$ cat config.mk
export PLATFORM = sky130hd
export DESIGN_NAME = muldiv_ctrl_flat
export DESIGN_NICKNAME = d
export VERILOG_FILES = /design/src/rtl/muldiv_ctrl_pkg.sv /design/src/rtl/muldiv_ctrl_if.sv /design/src/rtl/muldiv_opreg.sv /design/src/rtl/muldiv_ctrl.sv /design/src/flat_wrapper.sv
export SDC_FILE = /design/constraint.sdc
export NUM_CORES = 1
export LEC_CHECK = 0
export CORE_MARGIN = 4
export CORE_UTILIZATION = 45
export DETAILED_ROUTE_END_ITERATION = 6
export GPL_ROUTABILITY_DRIVEN = 0
export PLACE_DENSITY_LB_ADDON = 0.08
export SLEW_MARGIN = 20
export SYNTH_ARGS = -nofsm -noshare
export SYNTH_HDL_FRONTEND = slang
export SYNTH_HIERARCHICAL = 1
export SYNTH_SLANG_ARGS = --single-unit
export TNS_END_PERCENT = 50
$ cat constraint.sdc
create_clock -name clk -period 4.65 [get_ports clk]
set_clock_uncertainty 0.15 [all_clocks]
set_input_delay 0.6975 -clock clk [delete_from_list [all_inputs] [get_ports clk]]
set_output_delay 0.6975 -clock clk [all_outputs]
set_load 0.05 [all_outputs]
$ cat src/rtl/muldiv_ctrl_pkg.sv
// rtl/muldiv_ctrl_pkg.sv - shared HI/LO sequencer codes, states and widths (MULDIV_MUL_EN adds MUL_BUSY)
package muldiv_ctrl_pkg;

  localparam int LOHI_BUS_WD  = 65;
  localparam int STALL_BUS_WD = 6;
  localparam int BUSY_CNT_WD  = 6;

  localparam logic [BUSY_CNT_WD-1:0] MD_WATCHDOG  = 6'd40;
  localparam logic [BUSY_CNT_WD-1:0] BUSY_CNT_MAX = 6'd63;

  localparam logic Stop     = 1'b1;
  localparam logic NoStop   = 1'b0;
  localparam logic DivStart = 1'b1;
  localparam logic DivStop  = 1'b0;

  typedef logic [STALL_BUS_WD-1:0] StallBus;

  typedef enum logic [2:0] {
    MD_OP_NONE  = 3'd0,
    MD_OP_DIV   = 3'd1,
    MD_OP_DIVU  = 3'd2,
    MD_OP_MULT  = 3'd3,
    MD_OP_MULTU = 3'd4,
    MD_OP_MTHI  = 3'd5,
    MD_OP_MTLO  = 3'd6
  } md_op_e;

  typedef enum logic [1:0] {
    ST_IDLE     = 2'd0,
    ST_DIV_BUSY = 2'd1,
`ifdef MULDIV_MUL_EN
    ST_MUL_BUSY = 2'd2,
`endif
    ST_DONE     = 2'd3
  } md_state_e;

  // Signed flavours of the multi-cycle ops
  function automatic logic md_op_signed(input logic [2:0] op);
    return (op == MD_OP_DIV) || (op == MD_OP_MULT);
  endfunction

endpackage

$ cat src/rtl/muldiv_ctrl_if.sv
// rtl/muldiv_ctrl_if.sv - divider/multiplier core handshake (MULDIV_MUL_EN adds the multiplier signals)
interface muldiv_ctrl_if;

  logic        div_start;
  logic        div_signed;
  logic        div_annul;
  logic [31:0] div_opdata1;
  logic [31:0] div_opdata2;
  logic        div_ready;
  logic [63:0] div_result;

`ifdef MULDIV_MUL_EN
  logic        mul_start;
  logic        mul_signed;
  logic [31:0] mul_ina;
  logic [31:0] mul_inb;
  logic        mul_ready;
  logic [63:0] mul_result;

  modport master (
    output div_start, div_signed, div_annul, div_opdata1, div_opdata2,
    output mul_start, mul_signed, mul_ina, mul_inb,
    input  div_ready, div_result, mul_ready, mul_result
  );
  modport slave (
    input  div_start, div_signed, div_annul, div_opdata1, div_opdata2,
    input  mul_start, mul_signed, mul_ina, mul_inb,
    output div_ready, div_result, mul_ready, mul_result
  );
`else
  modport master (
    output div_start, div_signed, div_annul, div_opdata1, div_opdata2,
    input  div_ready, div_result
  );
  modport slave (
    input  div_start, div_signed, div_annul, div_opdata1, div_opdata2,
    output div_ready, div_result
  );
`endif

endinterface

$ cat src/rtl/muldiv_opreg.sv
// rtl/muldiv_opreg.sv - operand/sign latch and result register for the HI/LO sequencer
module muldiv_opreg (
  input  logic        clk,
  input  logic        rst,
  input  logic        op_load,
  input  logic        op_signed_in,
  input  logic [31:0] op_a_in,
  input  logic [31:0] op_b_in,
  input  logic        res_load,
  input  logic        res_clear,
  input  logic [63:0] res_in,
  output logic        op_signed,
  output logic [31:0] op_a,
  output logic [31:0] op_b,
  output logic        res_valid,
  output logic [63:0] res
);

  // Operands and signedness captured at issue, held for the whole busy phase
  always_ff @(posedge clk) begin
    if (rst) begin
      op_signed <= 1'b0;
      op_a      <= '0;
      op_b      <= '0;
    end else if (op_load) begin
      op_signed <= op_signed_in;
      op_a      <= op_a_in;
      op_b      <= op_b_in;
    end
  end

  // Result register; clear wins so an aborted op never leaves a valid result behind
  always_ff @(posedge clk) begin
    if (rst || res_clear) begin
      res_valid <= 1'b0;
      res       <= '0;
    end else if (res_load) begin
      res_valid <= 1'b1;
      res       <= res_in;
    end
  end

endmodule

$ cat src/rtl/muldiv_ctrl.sv
// rtl/muldiv_ctrl.sv - EX-stage HI/LO multi-cycle sequencer FSM (MULDIV_MUL_EN enables the multiplier path)
module muldiv_ctrl
  import muldiv_ctrl_pkg::*;
(
  input  logic                   clk,
  input  logic                   rst,
  input  StallBus                stall,
  input  logic                   flush,
  input  logic [2:0]             op,
  input  logic [31:0]            src_a,
  input  logic [31:0]            src_b,
  input  logic [31:0]            hi_data,
  input  logic [31:0]            lo_data,
  output logic                   stallreq_for_ex,
  muldiv_ctrl_if.master          core,
  output logic [LOHI_BUS_WD-1:0] ex_mem_lohi_bus,
  output logic [BUSY_CNT_WD-1:0] busy_cycles
);

  md_state_e   state, state_nxt;
  logic        op_load, op_signed_nxt, res_load, res_clear;
  logic        lat_signed, res_valid, in_busy;
  logic [31:0] lat_a, lat_b, hi_out, lo_out;
  logic [63:0] res_q, res_in;
  logic        start_div, annul, we;
`ifdef MULDIV_MUL_EN
  logic        start_mul;
`endif

  // Only the EX hold bit decides when DONE may retire
  wire unused_stall = &{1'b0, stall[STALL_BUS_WD-1:3], stall[1:0]};

`ifdef MULDIV_MUL_EN
  assign in_busy = (state == ST_DIV_BUSY) || (state == ST_MUL_BUSY);
  assign res_in  = (state == ST_MUL_BUSY) ? core.mul_result : core.div_result;
`else
  assign in_busy = (state == ST_DIV_BUSY);
  assign res_in  = core.div_result;
`endif

  muldiv_opreg u_opreg (
    .clk          (clk),
    .rst          (rst),
    .op_load      (op_load),
    .op_signed_in (op_signed_nxt),
    .op_a_in      (src_a),
    .op_b_in      (src_b),
    .res_load     (res_load),
    .res_clear    (res_clear),
    .res_in       (res_in),
    .op_signed    (lat_signed),
    .op_a         (lat_a),
    .op_b         (lat_b),
    .res_valid    (res_valid),
    .res          (res_q)
  );

  // State register
  always_ff @(posedge clk) begin
    if (rst) state <= ST_IDLE;
    else     state <= state_nxt;
  end

  // Busy-cycle counter: restarts at issue, counts every BUSY cycle, saturates
  always_ff @(posedge clk) begin
    if (rst)
      busy_cycles <= '0;
    else if (op_load)
      busy_cycles <= '0;
    else if (in_busy && (busy_cycles != BUSY_CNT_MAX))
      busy_cycles <= busy_cycles + 6'd1;
  end

  // Next state and outputs; flush then reset override everything decoded above them
  always_comb begin
    state_nxt       = state;
    stallreq_for_ex = 1'b0;
    start_div       = DivStop;
    annul           = 1'b0;
    we              = 1'b0;
    hi_out          = hi_data;
    lo_out          = lo_data;
    op_load         = 1'b0;
    op_signed_nxt   = md_op_signed(op);
    res_load        = 1'b0;
    res_clear       = 1'b0;
`ifdef MULDIV_MUL_EN
    start_mul       = 1'b0;
`endif
    case (state)
      ST_IDLE: begin
        case (op)
          MD_OP_DIV, MD_OP_DIVU: begin
            if (src_b != 32'd0) begin
              op_load         = 1'b1;
              res_clear       = 1'b1;
              stallreq_for_ex = 1'b1;
              state_nxt       = ST_DIV_BUSY;
            end else begin
              we     = 1'b1;
              hi_out = src_a;
              lo_out = 32'hFFFF_FFFF;
            end
          end
`ifdef MULDIV_MUL_EN
          MD_OP_MULT, MD_OP_MULTU: begin
            op_load         = 1'b1;
            res_clear       = 1'b1;
            stallreq_for_ex = 1'b1;
            state_nxt       = ST_MUL_BUSY;
          end
`endif
          MD_OP_MTHI: begin
            we     = 1'b1;
            hi_out = src_a;
          end
          MD_OP_MTLO: begin
            we     = 1'b1;
            lo_out = src_a;
          end
          default: ;
        endcase
      end
      ST_DIV_BUSY: begin
        stallreq_for_ex = 1'b1;
        if (busy_cycles == MD_WATCHDOG) begin
          annul     = 1'b1;
          res_clear = 1'b1;
          state_nxt = ST_DONE;
        end else begin
          start_div = DivStart;
          if (core.div_ready) begin
            res_load  = 1'b1;
            state_nxt = ST_DONE;
          end
        end
      end
`ifdef MULDIV_MUL_EN
      ST_MUL_BUSY: begin
        stallreq_for_ex = 1'b1;
        if (busy_cycles == MD_WATCHDOG) begin
          annul     = 1'b1;
          res_clear = 1'b1;
          state_nxt = ST_DONE;
        end else begin
          start_mul = 1'b1;
          if (core.mul_ready) begin
            res_load  = 1'b1;
            state_nxt = ST_DONE;
          end
        end
      end
`endif
      ST_DONE: begin
        if (res_valid) begin
          we     = 1'b1;
          hi_out = res_q[63:32];
          lo_out = res_q[31:0];
        end
        if (stall[2] == NoStop) state_nxt = ST_IDLE;
      end
      default: state_nxt = ST_IDLE;
    endcase
    if (flush) begin
      annul           = 1'b1;
      we              = 1'b0;
      stallreq_for_ex = 1'b0;
      start_div       = DivStop;
      op_load         = 1'b0;
      res_load        = 1'b0;
      res_clear       = 1'b0;
      state_nxt       = ST_IDLE;
`ifdef MULDIV_MUL_EN
      start_mul       = 1'b0;
`endif
    end
    if (rst) begin
      annul           = 1'b0;
      we              = 1'b0;
      stallreq_for_ex = 1'b0;
      start_div       = DivStop;
      op_load         = 1'b0;
      res_load        = 1'b0;
      res_clear       = 1'b0;
      state_nxt       = ST_IDLE;
`ifdef MULDIV_MUL_EN
      start_mul       = 1'b0;
`endif
    end
  end

  assign core.div_start   = start_div;
  assign core.div_signed  = (state == ST_DIV_BUSY) && lat_signed;
  assign core.div_annul   = annul;
  assign core.div_opdata1 = lat_a;
  assign core.div_opdata2 = lat_b;
`ifdef MULDIV_MUL_EN
  assign core.mul_start   = start_mul;
  assign core.mul_signed  = (state == ST_MUL_BUSY) && lat_signed;
  assign core.mul_ina     = lat_a;
  assign core.mul_inb     = lat_b;
`endif

  assign ex_mem_lohi_bus = {we, hi_out, lo_out};

endmodule

$ cat src/flat_wrapper.sv
// flat-port wrapper written by rule: the top's interface ports become plain ports
module muldiv_ctrl_flat import muldiv_ctrl_pkg::*;
  (clk, rst, stall, flush, op, src_a, src_b, hi_data, lo_data, stallreq_for_ex, ex_mem_lohi_bus, busy_cycles, core_div_start, core_div_signed, core_div_annul, core_div_opdata1, core_div_opdata2, core_div_ready, core_div_result);
  muldiv_ctrl_if core_i ();
  input  logic clk;
  input  logic rst;
  input  StallBus stall;
  input  logic flush;
  input  logic [2:0] op;
  input  logic [31:0] src_a;
  input  logic [31:0] src_b;
  input  logic [31:0] hi_data;
  input  logic [31:0] lo_data;
  output logic stallreq_for_ex;
  output logic [LOHI_BUS_WD-1:0] ex_mem_lohi_bus;
  output logic [BUSY_CNT_WD-1:0] busy_cycles;
  output wire logic [$bits(core_i.div_start)-1:0] core_div_start;
  output wire logic [$bits(core_i.div_signed)-1:0] core_div_signed;
  output wire logic [$bits(core_i.div_annul)-1:0] core_div_annul;
  output wire logic [$bits(core_i.div_opdata1)-1:0] core_div_opdata1;
  output wire logic [$bits(core_i.div_opdata2)-1:0] core_div_opdata2;
  input wire logic [$bits(core_i.div_ready)-1:0] core_div_ready;
  input wire logic [$bits(core_i.div_result)-1:0] core_div_result;
  assign core_div_start = core_i.div_start;
  assign core_div_signed = core_i.div_signed;
  assign core_div_annul = core_i.div_annul;
  assign core_div_opdata1 = core_i.div_opdata1;
  assign core_div_opdata2 = core_i.div_opdata2;
  assign core_i.div_ready = core_div_ready;
  assign core_i.div_result = core_div_result;
  muldiv_ctrl u_core (.clk(clk), .rst(rst), .stall(stall), .flush(flush), .op(op), .src_a(src_a), .src_b(src_b), .hi_data(hi_data), .lo_data(lo_data), .stallreq_for_ex(stallreq_for_ex), .core(core_i), .ex_mem_lohi_bus(ex_mem_lohi_bus), .busy_cycles(busy_cycles));
endmodule
==> Word-level counts from Yosys, hierarchy flattened <==
Index checks and enable logic that the tools add are counted.
{ "op_classes": {"n_reduce_logical": 11, "n_mux": 44, "n_eq_ne": 13, "addsub": 1} }
{ "op_table": {"columns": ["cell", "n"], "rows": [
  ["$pmux 32 s2", 4],
  ["$mux 32", 4],
  ["$reduce_bool 32->1", 1],
  ["$mux 1", 26],
  ["$mux 2", 5],
  ["$pmux 1 s2", 4],
  ["$reduce_or 2->1", 4],
  ["$add 6x1->6 const B", 1],
  ["$eq 3x2->1 const B", 2],
  ["$eq 3x3->1 const B", 2],
  ["$eq 6x6->1 const B", 1],
  ["$ne 6x6->1 const B", 1],
  ["$pmux 2 s3", 1],
  ["$ne 2x2->1 const B", 2],
  ["$reduce_and 4->1", 1],
  ["$eq 3x1->1 const B", 1],
  ["$ne 3x3->1 const B", 1],
  ["$eq 2x1->1 const B", 1],
  ["$eq 2x2->1 const B", 1],
  ["$logic_and 1x1->1", 2],
  ["$logic_not 2->1", 1],
  ["$logic_or 1x1->1", 2],
  ["$ne 2x1->1 const B", 1]
]} }
{ "word_totals": {"register_bits": 138, "output_inout_bits": 139} }

==> Depth between registers and ports, before layout <==
Gate-level depths: netlist of the first run.
{ "depth": {"depth_word": 7, "depth_mapped": 10, "mapped_depth_nobuf": 8} }

==> By module <==
The synthesis of the first run kept the hierarchy.
{ "by_module_without_submodules": {"columns": ["mod", "cells_per_inst", "area_each_um2", "instances", "seq_area_each_um2"], "rows": [
  ["muldiv_opreg", 419, 4660.7, 1, 2602.5],
  ["muldiv_ctrl", 499, 3369.5, 1, 160.2]
]} }

==> Worst setup path after synthesis of the first run <==
Ideal clock, no wire load.
{ "synth_path": {"kind": "input to output", "startpoint": "input port src_b[18]", "endpoint": "output port ex_mem_lohi_bus[22]", "arrival_time_ps": 2653, "required_time_ps": 3803, "path_stages": 6, "slack_ps": 1149, "cell_sequence": "nor4_2 nand4_2 nor4b_4 buf_6 o21ai_1 a21oi_1"} }
{ "synth_via": {"elab_chain_cells": 4} }
{ "synth_lines": {"columns": ["item", "line_no", "rtl"], "rows": [
  ["start, declared", "flat_wrapper.sv:11", "input logic [31:0] src_b;"],
  ["$reduce_bool 32->1", "muldiv_ctrl.sv:94", "if (src_b != 32'd0) begin"],
  ["$mux 32", "muldiv_ctrl.sv:94", null],
  ["$pmux 32 s2", "muldiv_ctrl.sv:92", "case (op)"],
  ["$pmux 32 s2", "muldiv_ctrl.sv:90", "case (state)"],
  ["end, declared", "flat_wrapper.sv:15", "output logic [LOHI_BUS_WD-1:0] ex_mem_lohi_bus;"]
]} }
Every way passes these cells.

==> Worst setup path after layout of the first run <==
{ "layout_path": {"startpoint": "input port src_b[9]", "endpoint": "output port ex_mem_lohi_bus[42]"} }
The elaborated chain is that of the path after synthesis.

==> summary.txt, run 1 <==
Yosys
  • Number of enable flip-flop cells after synthesis: 0
  • Syn Inst Count: 918
  • Synth Flop Type: dfxtp_1
  • Synth async-reset ratio: 0
  • Sequential area share after synthesis: 0.344
  • Synth unique cells: 44
  • Synth Area per Inst: 8.75 um^2
  • YS warnings: 6
  • Synthesized area: 8030 um^2
  • Mapped Nets: 1128
  • Register bit count reported by yosys: 138

STA
  • Setup_tns: 0 ns
  • Setup-failing EPs final: 0
  • RSZ-0062 raised after global routing: false
  • Fin crit period: 4.23 ns
  • Fmax: 236 MHz
  • Slew HR: 0.490
  • Setup WS post-layout: 0.418 ns
  • Slew @ Worst Pin: 0.766 ns
  • Crit share post-route: 0.910
  • Final Hold Vio Count: 0
  • Slew Limit Fails: 0

Die
  • Die W: 142 um
  • Die H: 142 um
  • IO Count: 344
  • Starting Density: 0.461
  • Core Box Area: 17400 um^2
  • Die area: 20000 um^2
  • Num rows: 48

Worst hold path
  • HP Class: reg2reg

Setup path
  • Worst r2r src: u_core/state[1]
  • Max FO, Critical Path: 32
  • Crit path capture type: output port
  • Reg2reg setup slack: 1.76 ns
  • Crit start category: input port
  • R2R depth: 8
  • Critical path start-end classification: in2out
  • Critical Path AT: 3.38 ns
  • Req. time, crit path: 3.80 ns
  • Critical Path End: ex_mem_lohi_bus[42]
  • Reg-to-reg endpoint: u_core/u_opreg/res[55]
  • Crit path from: src_b[9]

Global route
  • Vias in the first global route: 7985
  • Grt ovf: 0
  • Total Routing Usage GR: 0.290
  • Antenna violations before repair: 0
  • First-pass GRT wire length: 45.7 mm
  • Pin count of the biggest net entering global routing: 68

Power
  • Pleak: 4.34 nW
  • Peak VDD IR: 0.000255 V
  • PD cells: 345 nW/um^2

Detailed routing
  • Routed Wire Length: 30.1 mm
  • Iteration-0 DRC Markers: 574
  • Vias/cell: 5.57
  • Drt wl/cell: 20.8 um
  • Vias: 8054
  • Antenna viol nets, final: 0
  • # DRC: 0
  • Iteration count of the initial detailed-routing pass: 5

Final layout
  • Layout cells sized above 1: 0.111
  • N_diodes: 0
  • Fin nets: 1418
  • P&R area growth vs syn: 51.4%

Run
  • Max-cap violations: 0

Clock tree
  • Hold Buf Count CTS: 0
  • Clk root buf: clkbuf_16
  • Clk sinks: 138
  • Worst skew pair latency: 0.42 ns
  • Max H-tree Level: 4
  • Number of CTS-inserted buffers: 17
  • CTS clock-pin slew for the worst setup and hold paths: 0.06 ns
  • Maximum buffer depth of the clock tree: 2
  • Post-CTS setup buffer count: 0
  • TritonCTS clock tree: done
  • CTS resizes: 0

Placement
  • Post-Place Worst Slack: 0.463 ns
  • IO Port Bufs: 338
  • DP HPWL: 21.3 mm

Run status
  • Outcome: finished clean
layer usage:
metal / wire [um] / global-route usage
met1: 11800 / 0.347
met2: 14800 / 0.493
met3: 2510 / 0.0819
met4: 1020 / 0.112
met5: 0 / 0
Yosys cell counts, types with 9 or more instances:
library cell | instances | area (um^2)
o31ai_1 | 32 | 240
a311o_1 | 31 | 310
nor2_1 | 143 | 537
o21ai_1 | 31 | 155
a221oi_1 | 32 | 280
clkbuf_1 | 38 | 143
a21oi_1 | 66 | 330
and2_1 | 35 | 219
nand2_1 | 68 | 255
buf_2 | 9 | 45.0
nor2b_1 | 34 | 213
mux2i_1 | 162 | 1620
dfxtp_1 | 138 | 2760
buf_6 | 19 | 214
inv_1 | 9 | 33.8
placed cells by master (no fill, tap or decap), types with 4 or more instances in the layout:
master and instances:
nor2b_1 34, nor2_1 142, a21oi_1 66, nor4_2 6, clkinv_4 5, mux2i_1 162, clkdlybuf4s50_1 272, and2_1 34
ha_1 4, o21ai_0 4, inv_1 9, a221oi_1 32, nand3_1 4, buf_4 47, clkbuf_16 17, xnor2_1 5
dfxtp_1 137, o31ai_1 32, nand2_1 68, a311o_1 31, o21ai_1 31, buf_12 35
report_power, final:
part / internal, mW / switching, mW / leakage (nW) / total, mW
Sequential: 1.20 / 0.0127 / 1.11 / 1.22
Combinational: 0.630 / 0.903 / 2.92 / 1.53
Clock: 0.872 / 0.573 / 0.305 / 1.45
critical path, stage by stage:
cell,delay (ns)
clkdlybuf4s50_1,0.42
nor4_1,0.46
nand4_2,0.30
o21bai_4,0.48
and2_4,0.53
a311o_1,0.32
buf_12,0.16
through the flow:
step                hold slack (ns)  power [mW]  cells   util  area (um^2)
floorplan                     0.283        2.11    918      -         8030
global placement              0.318        2.76   1414  0.662        11500
detailed placement            0.331        2.77   1414  0.662        11500
CTS                           0.346        4.22   1446  0.698        12200
global route                  0.367        4.35   1446  0.698        12200
finish                        0.343        4.19   1446  0.698        12200
state kept, by name, indices dropped and copies added, names as in the netlist:
name                      cells
u_core/busy_cycles            6
u_core/state                  2
u_core/u_opreg/op_a          32
u_core/u_opreg/op_b          32
u_core/u_opreg/op_signed      1
u_core/u_opreg/res           64
u_core/u_opreg/res_valid      1
kinds of logic after synthesis:
| group | synth area share |
|---|---|
| flip-flops | 0.344 |
| buffers and inverters | 0.0792 |
| XOR/XNOR | 0.00654 |
| multiplexers | 0.202 |
| adder cells (fa/ha/maj) | 0.00779 |
| AO/OA/AOI/OAI | 0.180 |
| AND/OR/NAND/NOR | 0.181 |
worst min path at each step:
| stage | start | to | slack, ns | depth (start not counted) |
|---|---|---|---|---|
| after floorplan | u_core/u_opreg/res_valid | u_core/u_opreg/res_valid | 0.28 | 2 |
| after global placement | u_core/u_opreg/op_signed | u_core/u_opreg/op_signed | 0.32 | 2 |
| after detailed placement | u_core/u_opreg/res[18] | u_core/u_opreg/res[18] | 0.33 | 2 |
| after CTS | u_core/u_opreg/op_a[20] | u_core/u_opreg/op_a[20] | 0.35 | 2 |
| after global routing | u_core/u_opreg/op_b[21] | u_core/u_opreg/op_b[21] | 0.37 | 2 |
| final | u_core/u_opreg/op_b[7] | u_core/u_opreg/op_b[7] | 0.34 | 2 |
cell type report:
| type | count | area, um^2 |
|---|---|---|
| clock buffer | 18 | 439 |
| fill | 1430 | 5260 |
| clock inverter | 14 | 186 |
| tap | 225 | 282 |
| timing repair buffer | 355 | 3780 |
| inverter | 9 | 33.8 |
| multi-input combinational | 687 | 4670 |
| sequential | 138 | 2760 |
Power figures use the tool's default switching activity.
==> run 2, diff against run 1 <==
Settings changed: SKIP_CTS_REPAIR_TIMING from default to 1.
==> results of run 2 <==
No change in the layout: final DEF, timing and power equal those of run 1.
==> run 3, diff against run 2 <==
Settings changed: SLEW_MARGIN 20 to 30.
==> results of run 3 <==
No change in the layout: final DEF, timing and power equal those of run 1.
